**src/rtl/gpu2_pkg.sv**
```systemverilog
// Shared types for the rectangle rasteriser: the op record, the FSM state and width helpers.
// The op fields are sized for frames of up to 1024x512 pixels. Smaller frames ignore the unused range.
package gpu2_pkg;
   localparam int OP_X_W = 10;
   localparam int OP_Y_W = 9;
   localparam int OP_C_W = 4;

   typedef struct packed {
      logic [OP_X_W-1:0] x;
      logic [OP_Y_W-1:0] y;
      logic [OP_X_W:0]   w;
      logic [OP_Y_W:0]   h;
      logic [OP_C_W-1:0] color;
   } rect_op_t;

   typedef enum logic [1:0] {IDLE, LOAD, DRAW, CLEAR} fsm_state_t;

   // Index width for n items. It never returns 0, so degenerate sizes still give a legal vector.
   function automatic int idx_w(input int n);
      return (n < 2) ? 1 : $clog2(n);
   endfunction
endpackage

```
**src/rtl/sync_fifo.sv**
```systemverilog
// Single-clock FIFO with clock enable and synchronous flush; the head is visible on dout while non-empty.
// DEPTH must be a power of two so the pointers wrap on their own.
module sync_fifo #(
   parameter int WIDTH = 8,
   parameter int DEPTH = 8
) (
   input  logic             clk,
   input  logic             rst,
   input  logic             ce,
   input  logic             flush,
   input  logic             push,
   input  logic [WIDTH-1:0] din,
   input  logic             pop,
   output logic [WIDTH-1:0] dout,
   output logic             empty,
   output logic             full
);
   localparam int AW = (DEPTH < 2) ? 1 : $clog2(DEPTH);

   logic [WIDTH-1:0] mem [DEPTH];
   logic [AW-1:0]    wr_ptr, rd_ptr;
   logic [AW:0]      count;
   logic             do_push, do_pop;

   assign do_push = push && !full;
   assign do_pop  = pop && !empty;
   assign empty   = (count == '0);
   assign full    = (count == (AW+1)'(DEPTH));
   assign dout    = mem[rd_ptr];

   always_ff @(posedge clk or negedge rst) begin
      if (!rst) begin
         wr_ptr <= '0;
         rd_ptr <= '0;
         count  <= '0;
      end else if (ce) begin
         if (flush) begin
            wr_ptr <= '0;
            rd_ptr <= '0;
            count  <= '0;
         end else begin
            if (do_push) wr_ptr <= wr_ptr + 1'b1;
            if (do_pop)  rd_ptr <= rd_ptr + 1'b1;
            case ({do_push, do_pop})
               2'b10:   count <= count + 1'b1;
               2'b01:   count <= count - 1'b1;
               default: ;
            endcase
         end
      end
   end

   always_ff @(posedge clk) begin
      if (ce && !flush && do_push) mem[wr_ptr] <= din;
   end
endmodule

```
**src/rtl/rect_raster_engine.sv**
```systemverilog
// Rasterises clipped, axis-aligned filled rectangles into frame-buffer writes, one pixel per enabled cycle.
// A swap aborts the current work, flushes queued ops and can optionally start a full-frame background clear.
module rect_raster_engine
   import gpu2_pkg::*;
#(
   parameter int                     HOR_ACTIVE_PIXELS = 640,
   parameter int                     VER_ACTIVE_PIXELS = 480,
   parameter int                     COLOR_WIDTH       = 4,
   parameter int                     OP_FIFO_DEPTH     = 8,
   parameter bit                     CLEAR_ON_SWAP     = 1'b1,
   parameter logic [COLOR_WIDTH-1:0] BG_COLOR          = '0,
   localparam int                    ADDR_W            = idx_w(HOR_ACTIVE_PIXELS*VER_ACTIVE_PIXELS)
) (
   input  logic                   clk,
   input  logic                   rst,
   input  logic                   ce,
   input  logic                   swap,
   input  rect_op_t               op,
   input  logic                   op_valid,
   output logic                   op_ready,
   output logic                   wr_en,
   output logic [ADDR_W-1:0]      wr_addr,
   output logic [COLOR_WIDTH-1:0] wr_data,
   output logic                   busy
);
   localparam int                X_W    = idx_w(HOR_ACTIVE_PIXELS);
   localparam int                Y_W    = idx_w(VER_ACTIVE_PIXELS);
   localparam int                SX_W   = OP_X_W + 2;
   localparam int                SY_W   = OP_Y_W + 2;
   localparam logic [SX_W-1:0]   HOR_SX = SX_W'(HOR_ACTIVE_PIXELS);
   localparam logic [SY_W-1:0]   VER_SY = SY_W'(VER_ACTIVE_PIXELS);
   localparam logic [ADDR_W-1:0] HOR_A  = ADDR_W'(HOR_ACTIVE_PIXELS);
   localparam logic [ADDR_W-1:0] LAST_A = ADDR_W'(HOR_ACTIVE_PIXELS*VER_ACTIVE_PIXELS - 1);

   fsm_state_t        state;
   logic              rdy_en;
   logic              fifo_empty, fifo_full, push, pop;
   rect_op_t          head;
   logic [X_W-1:0]    x0, x_last, cur_x, x_c;
   logic [Y_W-1:0]    y_last, cur_y, y_c;
   logic [ADDR_W-1:0] row_base, row_base_c;
   logic [SX_W-1:0]   x_sum, x_end;
   logic [SY_W-1:0]   y_sum, y_end;
   logic              clip_empty;

   // Constant multiply by the frame width as a sum of shifted copies of y.
   function automatic logic [ADDR_W-1:0] mul_hor(input logic [Y_W-1:0] yv);
      logic [ADDR_W-1:0] acc;
      acc = '0;
      for (int i = 0; i < ADDR_W; i++)
         if (HOR_A[i]) acc = acc + (ADDR_W'(yv) << i);
      return acc;
   endfunction

   assign push     = ce && op_valid && op_ready && !swap;
   assign pop      = ce && !swap && (state == LOAD);
   assign op_ready = rdy_en && !fifo_full && (state != CLEAR);
   assign busy     = !fifo_empty || (state != IDLE);

   sync_fifo #(.WIDTH($bits(rect_op_t)), .DEPTH(OP_FIFO_DEPTH)) u_fifo (
      .clk   (clk),
      .rst   (rst),
      .ce    (ce),
      .flush (ce && swap),
      .push  (push),
      .din   (op),
      .pop   (pop),
      .dout  (head),
      .empty (fifo_empty),
      .full  (fifo_full)
   );

   // Clip the head op against the screen. The sums are two bits wider than the fields, so they never wrap.
   always_comb begin
      x_sum      = SX_W'(head.x) + SX_W'(head.w);
      y_sum      = SY_W'(head.y) + SY_W'(head.h);
      x_end      = (x_sum > HOR_SX) ? HOR_SX : x_sum;
      y_end      = (y_sum > VER_SY) ? VER_SY : y_sum;
      clip_empty = (SX_W'(head.x) >= HOR_SX) || (SY_W'(head.y) >= VER_SY) ||
                   (head.w == '0) || (head.h == '0);
      x_c        = X_W'(head.x);
      y_c        = Y_W'(head.y);
      row_base_c = mul_hor(y_c);
   end

   always_ff @(posedge clk or negedge rst) begin
      if (!rst) begin
         state    <= IDLE;
         rdy_en   <= 1'b0;
         wr_en    <= 1'b0;
         wr_addr  <= '0;
         wr_data  <= '0;
         x0       <= '0;
         x_last   <= '0;
         cur_x    <= '0;
         y_last   <= '0;
         cur_y    <= '0;
         row_base <= '0;
      end else if (ce) begin
         rdy_en <= 1'b1;
         if (swap) begin
            if (CLEAR_ON_SWAP) begin
               state   <= CLEAR;
               wr_en   <= 1'b1;
               wr_addr <= '0;
               wr_data <= BG_COLOR;
            end else begin
               state <= IDLE;
               wr_en <= 1'b0;
            end
         end else begin
            case (state)
               IDLE: if (!fifo_empty) state <= LOAD;
               LOAD: begin
                  if (clip_empty) begin
                     state <= IDLE;
                  end else begin
                     state    <= DRAW;
                     wr_en    <= 1'b1;
                     wr_addr  <= row_base_c + ADDR_W'(x_c);
                     wr_data  <= COLOR_WIDTH'(head.color);
                     x0       <= x_c;
                     cur_x    <= x_c;
                     x_last   <= X_W'(x_end - 1'b1);
                     cur_y    <= y_c;
                     y_last   <= Y_W'(y_end - 1'b1);
                     row_base <= row_base_c;
                  end
               end
               DRAW: begin
                  if (cur_x != x_last) begin
                     cur_x   <= cur_x + 1'b1;
                     wr_addr <= wr_addr + 1'b1;
                  end else if (cur_y != y_last) begin
                     cur_x    <= x0;
                     cur_y    <= cur_y + 1'b1;
                     row_base <= row_base + HOR_A;
                     wr_addr  <= row_base + HOR_A + ADDR_W'(x0);
                  end else begin
                     // Go straight to the next op, so only one LOAD cycle separates two rects.
                     wr_en <= 1'b0;
                     state <= fifo_empty ? IDLE : LOAD;
                  end
               end
               CLEAR: begin
                  if (wr_addr == LAST_A) begin
                     wr_en <= 1'b0;
                     state <= IDLE;
                  end else begin
                     wr_addr <= wr_addr + 1'b1;
                  end
               end
               default: state <= IDLE;
            endcase
         end
      end
   end
endmodule

```
**config.mk**
```make
export PLATFORM = sky130hd
export DESIGN_NAME = rect_raster_engine
export DESIGN_NICKNAME = d
export VERILOG_FILES = /design/src/rtl/gpu2_pkg.sv /design/src/rtl/sync_fifo.sv /design/src/rtl/rect_raster_engine.sv
export SDC_FILE = /design/constraint.sdc
export NUM_CORES = 1
export LEC_CHECK = 0
export ABC_AREA = 1
export BUFFER_PORTS_ARGS = -buffer_cell sky130_fd_sc_hd__buf_2
export CORE_ASPECT_RATIO = 0.9
export CORE_MARGIN = 8
export CORE_UTILIZATION = 58
export DETAILED_ROUTE_END_ITERATION = 10
export PLACE_DENSITY_LB_ADDON = 0.08
export SYNTH_ARGS = -nofsm -noshare
export SYNTH_HDL_FRONTEND = slang
export SYNTH_SLANG_ARGS = --single-unit
```
**constraint.sdc**
```tcl
create_clock -name clk -period 5.81 [get_ports clk]
set_input_delay 0.581 -clock clk [delete_from_list [all_inputs] [get_ports clk]]
set_output_delay 0.581 -clock clk [all_outputs]
set_load 0.005 [all_outputs]
```
== After elaboration in Yosys (flattened, before gate mapping) ==
Memories as Yosys holds them, arrays and structs flattened.
Cells that the tools add are included.
Word-level totals
  logic and storage cells: 144
  register bits after elaboration: 104
  memory bits (read-only): 0
  bits in latches: 0
  bits in writable memories: 352
  bits of input ports: 49
  memories: 1
  output and inout bits: 26
Memories
  u_fifo.mem: depth 8, width 44, rd ports 1, clocked after Yosys merged registers in 0, write ports 1, RTL line sync_fifo.sv:20  | logic [WIDTH-1:0] mem [DEPTH];
Operators by class
  bitwise logic cells: 2
  multiplexer cells: 45
  order comparisons: 4
  shift operators: 0
  divide/modulo/power cells: 0
  add/sub/neg operators: 15
  reduce and logical (&&, ||, !) cells: 41
  eq/ne operators: 22
  multipliers: 0
Operators with widths (number)
  19-bit 2-to-1 mux: 8
  19-bit case mux with 3 select lines: 1
  10-bit 2-to-1 mux: 4
  19-bit by 10-bit adder with 19-bit output: 2
  19-bit case mux with 2 select lines: 1
  9-bit 2-to-1 mux: 4
  3-bit inequality test (second input constant): 7
  10-bit case mux with 2 select lines: 1
  16-bit by 18-bit adder with 19-bit output: 1
  19-bit by 1-bit adder with 19-bit output (second input constant): 1
  19-bit by 10-bit adder with 19-bit output (second input constant): 1
  19-bit equality test (second input constant): 1
  9-bit case mux with 2 select lines: 1
  4-bit 2-to-1 mux: 4
  5-bit AND reduction: 3
  10-bit by 11-bit adder with 12-bit output: 1
  12-bit by 10-bit greater-than comparator with 1-bit output (second input constant): 1
  1-bit logical AND: 12
  2-bit 2-to-1 mux: 6
  3-bit 2-to-1 mux: 4
  6-bit AND reduction: 2
  9-bit by 10-bit adder with 11-bit output: 1
  11-bit by 9-bit greater-than comparator with 1-bit output (second input constant): 1
  11-bit zero test: 1
  other kinds (32): 60

== Depth between registers and ports, before layout ==
Gate-level depths: netlist of the first run.
  depth after elaboration: 10
  mapped depth: 32
  depth with buffers taken out: 29

== Hierarchy ==
A second synthesis of the first run with hierarchy kept.
Unflattened totals
  cells, all modules: 2255
  area, all modules: 21969.8 sq um
Modules (own cells, without submodules)
  sync_fifo: cells an instance 1095, seq. area each 10820.4 sq um, times used 1, area an instance 14229.9 sq um
  rect_raster_engine: cells an instance 1160, seq. area each 2177.1 sq um, times used 1, area an instance 7739.9 sq um

== Worst setup path after synthesis of the first run ==
Ideal clock, no wire load.
  path kind: in2reg
  start point: input ce
  end point: memory u_fifo.mem[4][0] in the netlist's numbering (enable)
  required time: 5.310 ns
  arrival time: 4.250 ns
  setup slack: 1.060 ns
  setup time: 0.500 ns
  cell stages on the path: 7
  path buffers: 1
  cells stage by stage: buf_2 > inv_1 > nor2_1 > nand3_1 > inv_1 > nand2_1 > nor3_1
Between the ends
  word-level cells in the longest chain between the ends: 7
  elaborated cells on any way between the ends: 10
  classes of those cells: mux: 2; reduce/logical: 8
Ends and longest elaborated chain
  from (decl): RTL line rect_raster_engine.sv:16  | input logic ce,
  1-bit logical AND (3 in a row): RTL line rect_raster_engine.sv:55  | assign push = ce && op_valid && op_ready && !swap;
  1-bit logical AND: RTL line sync_fifo.sv:25  | assign do_push = push && !full;
  1-bit logical AND (*): RTL line sync_fifo.sv:54  | if (ce && !flush && do_push) mem[wr_ptr] <= din;
  1-bit 2-to-1 mux (*): RTL line sync_fifo.sv:54
  1-bit 2-to-1 mux (not written as such) (*): RTL line sync_fifo.sv:54
  to (decl): RTL line sync_fifo.sv:20
Every way passes the cells marked *; elsewhere a longest branch is shown, timed or not.

== Worst setup path in the final report of the first run ==
  start point: register u_fifo.rd_ptr[0]
  end point: register y_last[4]
Between the ends
  word-level cells in the longest chain between the ends: 7
  elaborated cells on any way between the ends: 14
  classes of those cells: add/sub: 2; order compare: 3; mux: 1; bitwise: 1; reduce/logical: 6; memory: 1
Ends and longest elaborated chain
  from (decl): RTL line sync_fifo.sv:21  | logic [AW-1:0] wr_ptr, rd_ptr;
  from (signal assigned): RTL line sync_fifo.sv:43  | if (do_pop) rd_ptr <= rd_ptr + 1'b1;
  memory read 8 x 44 bit (*)
  parallel branches: the longest is 6 deep, another holds 9-bit by 10-bit adder with 11-bit output
  to (signal assigned): RTL line rect_raster_engine.sv:126  | y_last <= Y_W'(y_end - 1'b1);
  to (decl): RTL line rect_raster_engine.sv:40  | logic [Y_W-1:0] y_last, cur_y, y_c;
Every way passes the cells marked *.
A chain may end at the register's enable or synchronous reset.

==> flow_summary.yaml, run 1 <==
critical_path:
  cpPeakStageDelay_ns: 0.66
  cp_top_family: "compound AO/OA/AOI/OAI gates"
  r2r-start: "u_fifo.rd_ptr[0]$_DFFE_PN0P_"
  critPathCaptureType: "flop"
  crit_buf_inv: 3
  crit_path_start_kind: "flop"
  arrival_ns: 5.38
  crit_start: "u_fifo.rd_ptr[0]$_DFFE_PN0P_"
  path_cells: "inv_4 > buf_4 > o21ai_0 > o22ai_1 > nor2_1 > a31oi_1 > ha_1 > nand3_1 > nand3_1 > a21oi_1 > xor2_1 > nor2_1 > nand3_1 > nand2_1 > inv_2 > nand2_1 > ha_1 > a21oi_1 > nand3b_1 > nand2_1"
  cpMaxStageDelayCell: "dfrtp_4"
  cp_max_fo: 62
  worstPathRequired_ns: 6.28
  worstSetupPathType: "reg -> reg"
timing:
  rsz0062_at_grt: "no"
  tightest_slew_ns: 1.12
  fin_skew_ns: 0.0194
  tns_ns: 0
  report.final.hold_viol_count: 0
  setup_viol: 0
  finalMaxSlewViolations: 0
  fin_crit_sh: 0.845
  fmax_ghz: 0.204
  period_needed_ns: 4.91
  slew_headroom: 0.247
  fin_hold_ws_ns: 0.260
synth:
  synth_edf_count: 352
  ys_warn_count: 0
  synth-seq-cells: 449
  async_reset_ff_frac: 0.216
  synthTopCellsByArea: "edfxtp_1 (48%), dfrtp_1 (11%), nand2_1 (7.4%)"
  synth.largest_area_cell: "edfxtp_1"
  synthTopCellsByCount: "nand2_1 (434), edfxtp_1 (352), nor2_1 (323)"
  synth.top_cell.area_share: 0.480
  synth_ff_type: "edfxtp_1"
  synth_nets: 2359
  synthCells: 2262
  synth.most_common_cell: "nand2_1"
  yosys.cell_types.count: 56
  syn_avg_cell_area_um2: 9.75
  seq_area_frac_synth: 0.590
  syn_area_um2: 22000
drt:
  drt_iter0_markers: 1527
  drcViolationCount: 0
  ant_nets: 0
  drt_wl_total_um: 54500
  via_per_inst: 5.78
  avgRoutedWirePerCell_um: 19.2
  vias: 16400
  firstDrtPassIters: 5
cts:
  post_cts_resized: 0
  cts_tree: "yes"
  post_cts_buffers: 0
  cts_buffer_depth: 3
  cts_sinks: 449
  cts_made_buffers: 45
  insertion_delay_ns: 0.58
  cts.reportedPaths.clkPinSlew_ns: 0.06
  root_buffer: "clkbuf_16"
  cts_max_level: 2
grt:
  grt_usage: 0.239
  grt_max_degree: 142
  grt_pass1_vias: 15600
  overflow: 0
  antenna_found_initial: 3
  grt_pass1_wl_um: 85600
place:
  routabilityCongestion: 0.897
  io_buffers: 74
  hpwl_um: 34700
floorplanning:
  start_util: 0.590
  dieArea_um2: 44500
  fp.dieH_um: 201
  die_w_um: 221
  fp-row-count: 67
  ios: 75
  core_area_um2: 37400
cells_and_area:
  final_core_util: 0.648
  nFillCells: 3000
  drive_above_1_share: 0.0916
  nets: 2418
  areaGrowthSynthToFinish_pct: 9.96
power_and_ir_drop:
  leakagePower_nw: 9.70
  fin_total_pwr_mw: 10.9
  powerDensity_nw_per_um2: 448
  ir_worst_vdd_mv: 0.281
job:
  drv_cap: 0
status:
  status: "complete, no violations"
hold_path:
  worstHoldStart: "op[40]"
  hold_path.class: "in -> reg"
[sequential cells by signal, summed over array words and instances (netlist names)]
register and count:
u_fifo.mem 352, wr_addr 19, row_base 12, cur_x 10, x0 10, x_last 10
cur_y 9, y_last 9, u_fifo.count 4, wr_data 4, u_fifo.rd_ptr 3, u_fifo.wr_ptr 3
state 2, rdy_en 1, wr_en 1
[routing by layer]
layer,up-vias,track usage,wire (µm)
li1,7964,-,-
met1,7863,0.320,24100
met2,509,0.392,25800
met3,92,0.0377,3090
met4,2,0.0894,1580
met5,-,0,13
[cell usage in the layout (no fill, tap or decap), drive strengths merged, types with 26 or more instances in the layout]
cell	count
xor2	48
dfrtp	97
nor3	26
nand4	28
a21oi	37
inv	164
nand3	122
buf	110
clkbuf	58
nand2	438
o21ai	314
ha	43
o211ai	30
nor2	327
o22ai	44
edfxtp	352
[metrics by stage]
step	instance area [µm²]	setup slack [ns]	cells
finish	24200	0.900	2842
global route	24200	0.567	2842
CTS	24200	0.969	2840
detailed placement	22800	0.995	2756
global placement	22800	1.17	2756
floorplan	22000	1.06	2262
[cells by family after synthesis]
logic type,share of synthesized area
and+or+nand+nor,0.182
AOI/OAI and AO/OA,0.122
DFF,0.590
buffers and inverters,0.0521
xor gates and xnor gates,0.0250
adders and majority gates,0.0289
muxes,0.000454
[repair_timing]
action / CTS / global route
hold buffers: 1 / 0
endpoints found under the hold margin: 36 / 0
endpoints found under the setup margin: 0 / 0
[where the power goes]
group / switching (mW) / total, mW / internal, mW
sequential: 0.355 / 4.14 / 3.79
combinational: 2.59 / 3.93 / 1.33
clock: 1.21 / 2.80 / 1.59
total: 4.16 / 10.9 / 6.71
[worst paths after layout]
check	end	slack, ns	depth (start not counted)
max	y_last[4]$_DFFE_PN0P_	0.90	20
min	u_fifo.mem[2][40]$_DFFE_PP_	0.26	1
max reg2reg	y_last[4]$_DFFE_PN0P_	0.90	20
min reg2reg	wr_en$_DFFE_PN0P_	0.46	2
max in group asynchronous	u_fifo.rd_ptr[0]$_DFFE_PN0P_	4.05	3
min in group asynchronous	wr_addr[15]$_DFFE_PN0P_	0.53	2
[area by class of cell]
| cell class | count | area, µm² | share of cell area |
|---|---|---|---|
| Antenna cell | 2 | 5.00 | 0.000206 |
| Multi-Input combinational cell | 1552 | 7940 | 0.327 |
| Sequential cell | 449 | 13000 | 0.537 |
| Inverter | 162 | 611 | 0.0252 |
| Clock inverter | 25 | 214 | 0.00883 |
| Timing Repair Buffer | 111 | 666 | 0.0275 |
| Clock buffer | 58 | 1190 | 0.0493 |
| Tap cell | 483 | 604 | 0.0249 |
Note: power is estimated with default switching activity, not from simulation.
==> inputs of run 2 (changes only) <==
- clock period: 5.81 -> 5.1 ns (I/O delays scaled with it)
==> run 2 against run 1 <==
Effect of this change:
- total power increased by 15%
- first-iteration DRC count decreased by 5.2%
- design area increased by 0.49%
- flip-flop and latch count unchanged
- cell count increased by 0.18%
- core utilization increased by 0.31 points
- clock-buffer cell count decreased by 4
- global-route usage increased by 0.29 points
- maximum frequency increased by 6.7%
- critical path depth unchanged
- wire length increased by 1.3%
- sequential share of layout area decreased by 0.26 points
- largest cell class unchanged
- largest power group unchanged
- highest routed layer unchanged
==> flow_summary.yaml, run 2 (same netlist as run 1, synthesis figures left out) <==
drt:
  avgRoutedWirePerCell_um: 19.4
  met1_length_um: 23900
  wl_met2_um: 25800
  via_per_inst: 5.85
  top_layer: "met5"
  ant_nets: 0
  wl_met3_um: 3790
  drt_wl_total_um: 55300
  vias: 16700
  firstDrtPassIters: 6
  drt_iter0_markers: 1448
  drcViolationCount: 0
floorplanning:
  fp.dieH_um: 201
  ios: 75
  dieArea_um2: 44500
  fp-row-count: 67
  die_w_um: 221
  core_area_um2: 37400
  start_util: 0.590
place:
  hpwl_um: 35100
  routabilityCongestion: 0.910
  io_buffers: 74
grt:
  grt_pass1_vias: 15900
  overflow: 0
  antenna_found_initial: 5
  grt_usage: 0.242
  grt_pass1_wl_um: 86700
  grt_max_degree: 102
critical_path:
  arrival_ns: 5.07
  critPathCaptureType: "flop"
  cpMaxStageDelayCell: "dfrtp_4"
  cp_max_fo: 25
  worstSetupPathType: "reg -> reg"
  cpPeakStageDelay_ns: 0.58
  worstPathRequired_ns: 5.57
  path_cells: "clkinv_2 > buf_4 > o21ai_0 > o221ai_1 > o21a_1 > ha_1 > fa_1 > nand3_1 > nand3_1 > a21oi_1 > xor2_1 > nor2_1 > nand3_1 > nand2_1 > inv_2 > nand2_1 > ha_1 > a21oi_1 > nand3b_1 > nand2_1"
  crit_path_start_kind: "flop"
timing:
  rsz0062_at_grt: "no"
  fmax_ghz: 0.217
  slew_headroom: 0.295
  report.final.hold_viol_count: 0
  tightest_slew_ns: 1.05
  finalMaxSlewViolations: 0
  setup_viol: 0
  fin_skew_ns: 0.0189
  period_needed_ns: 4.60
  fin_crit_sh: 0.902
  tns_ns: 0
power_and_ir_drop:
  p_seq_frac: 0.375
  p_sw_frac: 0.384
  pwr-share-clk: 0.264
  powerDensity_nw_per_um2: 515
  fin_total_pwr_mw: 12.5
  combPwrFrac: 0.361
  intPower_mw: 7.72
  leakagePower_nw: 9.75
  ir_worst_vdd_mv: 0.326
  p_sw_mw: 4.82
cts:
  cts_sinks: 449
  cts_tree: "yes"
  cts_made_buffers: 47
  insertion_delay_ns: 0.60
  cts_max_level: 2
  cts_buffer_depth: 3
  root_buffer: "clkbuf_16"
  post_cts_buffers: 0
  cts.reportedPaths.clkPinSlew_ns: 0.06
status:
  status: "complete, no violations"
cells_and_area:
  nets: 2423
  largestRegisters: "u_fifo.mem x352, wr_addr x19, row_base x12"
  largest_register_ffs: 352
  final_cell_mix: "nand2_1 (434), edfxtp_1 (352), nor2_1 (323)"
  final_common_cell: "nand2_1"
  areaGrowthSynthToFinish_pct: 10.5
  nFillCells: 2977
  drive_above_1_share: 0.0957
  regMostFlops: "u_fifo.mem"
hold_path:
  hold_path.class: "in -> async"
job:
  drv_cap: 0
## run 2: changes by cell type in the layout (fill, tap and decap cells not counted)
cell           delta
dlygate4sd3_1     -1
buf_4             +3
clkinvlp_4        +1
buf_12            +1
clkinv_2          +4
diode_2           +1
clkbuf_1          -5
inv_2             -1
clkbuf_8          -2
clkbuf_16         +3
clkinv_16         +1
## run 2: worst paths after layout
path	startpoint	endpoint	slack (ns)	depth (start not counted)
setup / recovery	u_fifo.rd_ptr[1]$_DFFE_PN0P_	y_last[4]$_DFFE_PN0P_	0.50	20
hold / removal	rst	wr_addr[16]$_DFFE_PN0P_	0.03	1
setup reg to reg	u_fifo.rd_ptr[1]$_DFFE_PN0P_	y_last[4]$_DFFE_PN0P_	0.50	20
hold reg to reg	rdy_en$_DFFE_PN0P_	rdy_en$_DFFE_PN0P_	0.47	1
max in group asynchronous	rst	y_last[6]$_DFFE_PN0P_	4.11	2
min in group clk	op[28]	u_fifo.mem[1][28]$_DFFE_PP_	0.18	1
## run 2: power by group through the flow
stage / Combinational [mW] / Clock (mW) / Sequential (mW)
final: 4.53 / 3.31 / 4.70
after global routing: 5.12 / 3.50 / 4.75
after CTS: 4.49 / 3.38 / 4.69
after detailed placement: 4.46 / 0 / 4.76
after global placement: 4.38 / 0 / 4.75
after floorplan: 3.38 / 0 / 4.65
## run 2: through the flow
step	hold WS, ns	area, µm²	util	std cells	setup WS [ns]
global route	0.0841	24400	0.651	2846	0.0373
detailed placement	0.453	22900	0.611	2760	0.571
global placement	0.450	22900	0.611	2760	0.754
floorplan	0.214	22000	-	2262	0.356
finish	0.0295	24400	0.651	2847	0.497
CTS	0.0438	24300	0.651	2844	0.551
## run 2: repair_timing
action	in CTS	in global routing
resized for setup	0	1
endpoints found under the hold margin	0	0
endpoints found under the setup margin	0	3
hold buffers	0	0
## run 2: per-layer routing
layer  up-vias  GRT usage
met5         -          0
met4         2     0.0871
met3       118     0.0498
met2       547      0.392
met1      8014      0.323
li1       7983          -
## run 2: layout make-up
type	instances	area (µm²)	share of cell area
Tap cell	483	604	0.0248
Antenna cell	3	7.51	0.000308
Clock inverter	30	267	0.0109
Clock buffer	54	1220	0.0502
Sequential cell	449	13000	0.534
Multi-Input combinational cell	1552	7940	0.326
Inverter	162	612	0.0251
Timing Repair Buffer	114	698	0.0287
## run 2: worst max-delay path, delay by kind of cell, from the launching register on
kind            cells  cell delay [ns]
xor+xnor            1             0.40
buf+inv             3             0.89
compound gates      5             0.84
fa+ha+maj           3             0.98
flops               1             0.58
simple gates        8             0.79
